[config.mk]
export PLATFORM = sky130hd
export DESIGN_NAME = ram2x2_arbiter
export DESIGN_NICKNAME = d
export VERILOG_FILES = /design/src/rtl/ram2x2_arbiter.sv
export SDC_FILE = /design/constraint.sdc
export NUM_CORES = 1
export LEC_CHECK = 0
export ABC_CLOCK_PERIOD_IN_PS = 1300
export BUFFER_PORTS_ARGS = -buffer_cell sky130_fd_sc_hd__buf_2
export CAP_MARGIN = 20
export CORE_AREA = 4 4 48 50
export CTS_CLUSTER_DIAMETER = 150
export DETAILED_ROUTE_END_ITERATION = 10
export DIE_AREA = 0 0 52 54
export HOLD_SLACK_MARGIN = 0.1
export PLACE_DENSITY = 0.78
export SETUP_SLACK_MARGIN = 0.02
export SYNTH_ARGS = -nofsm -noshare
export SYNTH_HDL_FRONTEND = slang
export SYNTH_SLANG_ARGS = --single-unit
[constraint.sdc]
create_clock -name clk -period 1.3 [get_ports clk]
set_input_delay 0.13 -clock clk [delete_from_list [all_inputs] [get_ports clk]]
set_output_delay 0.13 -clock clk [all_outputs]
set_load 0.01 [all_outputs]
[src/rtl/ram2x2_arbiter.sv]
// Round-robin arbiter giving two requesters read/write access to a shared
// 2-word RAM, with a two-cycle clear sequence that zeroes both words.
module ram2x2_arbiter #(
    parameter int unsigned DATA_W = 2
) (
    input  logic              clk,
    input  logic              reset,
    input  logic              req0,
    input  logic              req1,
    input  logic              op0,
    input  logic              op1,
    input  logic              addr0,
    input  logic              addr1,
    input  logic [DATA_W-1:0] wdata0,
    input  logic [DATA_W-1:0] wdata1,
    output logic              ack0,
    output logic              ack1,
    output logic [DATA_W-1:0] rdata0,
    output logic [DATA_W-1:0] rdata1,
    input  logic              clear,
    output logic              busy,
    output logic              ram_wr_en,
    output logic              ram_wr_addr,
    output logic [DATA_W-1:0] ram_wr_data,
    output logic              ram_rd_addr,
    input  logic [DATA_W-1:0] ram_rd_data
);

    typedef enum logic [2:0] {
        IDLE  = 3'd0,
        SERVE = 3'd1,
        ACK   = 3'd2,
        CLR0  = 3'd3,
        CLR1  = 3'd4
    } state_t;

    state_t state;
    logic   last;   // requester granted most recently
    logic   win;    // requester owning the current transaction

    logic   any_req_c;
    logic   grant_c;
    logic   sel_op_c;
    logic   sel_addr_c;
    logic [DATA_W-1:0] sel_wdata_c;

    // Round-robin choice: on contention the requester not granted last wins
    always_comb begin
        any_req_c   = req0 | req1;
        grant_c     = (req0 & req1) ? ~last : req1;
        sel_op_c    = grant_c ? op1 : op0;
        sel_addr_c  = grant_c ? addr1 : addr0;
        sel_wdata_c = grant_c ? wdata1 : wdata0;
    end

    // Controller: the RAM-side outputs double as the latched op/addr/wdata
    always_ff @(posedge clk) begin
        if (!reset) begin
            state       <= IDLE;
            last        <= 1'b1;
            win         <= 1'b0;
            ack0        <= 1'b0;
            ack1        <= 1'b0;
            rdata0      <= '0;
            rdata1      <= '0;
            busy        <= 1'b0;
            ram_wr_en   <= 1'b0;
            ram_wr_addr <= 1'b0;
            ram_wr_data <= '0;
            ram_rd_addr <= 1'b0;
        end else begin
            ack0 <= 1'b0;
            ack1 <= 1'b0;
            case (state)
                IDLE: begin
                    if (clear) begin
                        state       <= CLR0;
                        busy        <= 1'b1;
                        ram_wr_en   <= 1'b1;
                        ram_wr_addr <= 1'b0;
                        ram_wr_data <= '0;
                    end else if (any_req_c) begin
                        state       <= SERVE;
                        busy        <= 1'b1;
                        win         <= grant_c;
                        last        <= grant_c;
                        ram_wr_en   <= sel_op_c;
                        ram_wr_addr <= sel_addr_c;
                        ram_wr_data <= sel_wdata_c;
                        ram_rd_addr <= sel_addr_c;
                    end
                end
                SERVE: begin
                    // Read port shows pre-write content during the write cycle
                    if (win) begin
                        rdata1 <= ram_rd_data;
                        ack1   <= 1'b1;
                    end else begin
                        rdata0 <= ram_rd_data;
                        ack0   <= 1'b1;
                    end
                    ram_wr_en <= 1'b0;
                    state     <= ACK;
                end
                ACK: begin
                    busy  <= 1'b0;
                    state <= IDLE;
                end
                CLR0: begin
                    ram_wr_addr <= 1'b1;
                    ram_wr_data <= '0;
                    state       <= CLR1;
                end
                CLR1: begin
                    ram_wr_en <= 1'b0;
                    busy      <= 1'b0;
                    state     <= IDLE;
                end
                default: begin
                    ram_wr_en <= 1'b0;
                    busy      <= 1'b0;
                    state     <= IDLE;
                end
            endcase
        end
    end

endmodule

==> flow_summary_export.csv <==
group,metric,value,unit
power,worst_ir_drop_vdd,771,uV
final_layout,nFillCells,174,
final_layout,regArea,347,um2
final_layout,antennaDiodeCount,0,
floorplan,fp.dieW,52,um
cts,htree_levels,1,
routing,wirelength,1570,um
cts,clk_path_buf_depth,2,
floorplan,core_area,1900,um2
logic_synthesis,yosys.area_share.simple,0.278,
routing,drt-initial-drc-count,5,
setup_path,crit_type,"flip-flop to flip-flop",
timing,fin_skew,0.00322,ns
cts,numCtsBuffers,3,
routing,drt-pass1-iter-count,4,
logic_synthesis,synth_compound_area_frac,0.132,
run_status,status,"finished, final reports clean",
logic_synthesis,synth_top_family_by_area,"simple AND/OR/NAND/NOR gates",
placement,port_buffers,26,
floorplan,start_util,0.395,
floorplan,pin_count,27,
timing,timing.final.crit_share,0.954,
global_routing,grt_max_degree,14,
setup_path,critPathMaxFanout,5,
logic_synthesis,synthMuxAreaShare,0.107,
final_layout,areaGrowthSynthToFinish,34.0,%
setup_path,endpoint_kind,"flip-flop",
global_routing,grt_pass1_wl,2420,um
global_routing,grt_overflow_total,0,
timing,setup_viol,0,
floorplan,dieHeight,54,um
logic_synthesis,synth-seq-cells,17,
setup_path,critPathRequiredTime,1.50,ns
logic_synthesis,ys_seq_area_frac,0.453,
power,power_density,1110,nW/um2
placement,hpwl,1210,um
routing,num_vias,656,
logic_synthesis,yosys_most_used_dff,"dfxtp_1",
timing,tightest_slew,0.372,ns
floorplan,die_area,2810,um2
final_layout,fin_nets,123,
logic_synthesis,synth_xor_area_frac,0,
final_layout,drive_gt1_frac,0.449,
final_layout,multi_input_area,388,um2
min_path,hold_path.class,"input pin to flip-flop",
routing,vias_per_cell,4.90,
logic_synthesis,avgSynthCellArea,10.6,um2
logic_synthesis,synth_nets,86,
setup_path,cp-start-kind,"flip-flop",
logic_synthesis,syn_area,751,um2
routing,route.detailed.drc,0,
timing,finalHoldViolCount,0,
global_routing,grt_antenna_before_repair,0,
timing,grt_setup_unrepaired,"true",
placement,gp_congestion,0.782,
floorplan,rows,16,
final_layout,final_util,0.529,
logic_synthesis,synth_cell_types,29,
cts,cts_tree,"done",
logic_synthesis,synth-adder-area-share,0,
job,drv_cap,0,
setup_path,crit_arrival,1.44,ns
logic_synthesis,async_reset_ff_frac,0,
cts,ctsRootBufferMaster,"clkbuf_4",
global_routing,grtUsageTotal,0.121,
routing,postRouteAntennaNets,0,
global_routing,grt_pass1_vias,588,
cts,clock_sinks,17,
timing,slew_headroom,0.750,
timing,min_period,1.24,ns
cts,worstSkewPairLatency,0.30,ns
logic_synthesis,synth_edf_count,0,
timing,drv_slew,0,
logic_synthesis,synth_cells,71,
routing,detail_route.wl_per_cell,11.7,um
power,p_leak,0.000455,uW
timing,max_freq,806,MHz
cts,path_clk_slew,0.10,ns
power,totalPowerFinal,1110,uW
logic_synthesis,yosysWarningCount,0,
## routing by layer
| layer | vias up | GRT usage | share of wire |
|---|---|---|---|
| li1 | 338 | - | - |
| met1 | 299 | 0.135 | 0.41 |
| met2 | 15 | 0.199 | 0.50 |
| met3 | 4 | 0.0388 | 0.060 |
| met4 | 0 | 0.0786 | 0.031 |
| met5 | - | 0 | 0 |
## report_power, final
part	internal, uW	switching (uW)
sequential	559	31.5
clock	115	180
combinational	124	104
## stage by stage
step / area, um2 / instances / hold WS (ns) / setup TNS, ns / setup WS [ns]
floorplan: 754 / 71 / 0.277 / 0 / 0.0347
global placement: 941 / 127 / 0.383 / 0 / 0.0525
detailed placement: 941 / 127 / 0.397 / 0 / 0.0136
CTS: 991 / 133 / 0.111 / 0 / 0.0308
global route: 1010 / 134 / 0.128 / -0.0436 / -0.0320
finish: 1010 / 134 / 0.108 / 0 / 0.0597
## layout make-up
class / instances / share of cell area
Clock buffer: 3 / 0.0224
Clock inverter: 1 / 0.00498
Inverter: 3 / 0.0112
Multi-Input combinational cell: 49 / 0.386
Sequential cell: 17 / 0.345
Tap cell: 27 / 0.0336
Timing Repair Buffer: 34 / 0.198
## critical path, cell delays in order (launching register included)
cell and delay (ns):
dfxtp_4 0.38, buf_6 0.12, nor4b_4 0.34, mux2i_1 0.23, nor2_1 0.06
## path summary, 6_finish.rpt
| kind | start | to | slack (ns) | cells past startpoint |
|---|---|---|---|---|
| max | state[1] | rdata0[0] | 0.06 | 4 |
| min | reset | last | 0.11 | 2 |
| max reg2reg | state[1] | rdata0[0] | 0.06 | 4 |
| min reg2reg | ram_wr_data[1] | ram_wr_data[1] | 0.48 | 2 |
## cells in the final DEF, fill, tap and decap left out, types with 3 or more instances in the layout
master / n
dfxtp_1: 14
nand3_1: 3
nand2_1: 4
buf_4: 5
inv_1: 3
buf_2: 26
clkbuf_4: 3
nor2_1: 8
mux2i_1: 8
and2_1: 3
## cells by family after synthesis
group / count (synthesis)
buf+inv: 5
simple gates: 29
flops: 17
mux: 8
compound gates: 12
## state kept, by name, indices dropped and copies added, names as in the netlist
name / flops
busy: 1
ram_wr_data: 2
rdata0: 2
last: 1
ack0: 1
win: 1
rdata1: 2
ram_rd_addr: 1
state: 3
ack1: 1
ram_wr_en: 1
ram_wr_addr: 1
## cell usage after synthesis, types with 2 or more instances
cell type / count / share of area
mux2i_1: 8 / 0.11
nand2_1: 4 / 0.020
and2_1: 3 / 0.025
nand3_1: 3 / 0.020
dfxtp_1: 17 / 0.45
nor2_1: 8 / 0.040
a21oi_1: 2 / 0.013
o32ai_1: 2 / 0.023
inv_1: 3 / 0.015
nor4_4: 2 / 0.057
## what timing repair did
item,in CTS,in global routing
resized for setup,2,4
setup endpoints to repair,2,11
pin swaps,1,3
endpoints found under the hold margin,4,0
setup buffers,0,1
hold buffers,2,0
gates cloned,0,0
(Power assumes the default switching activity.)
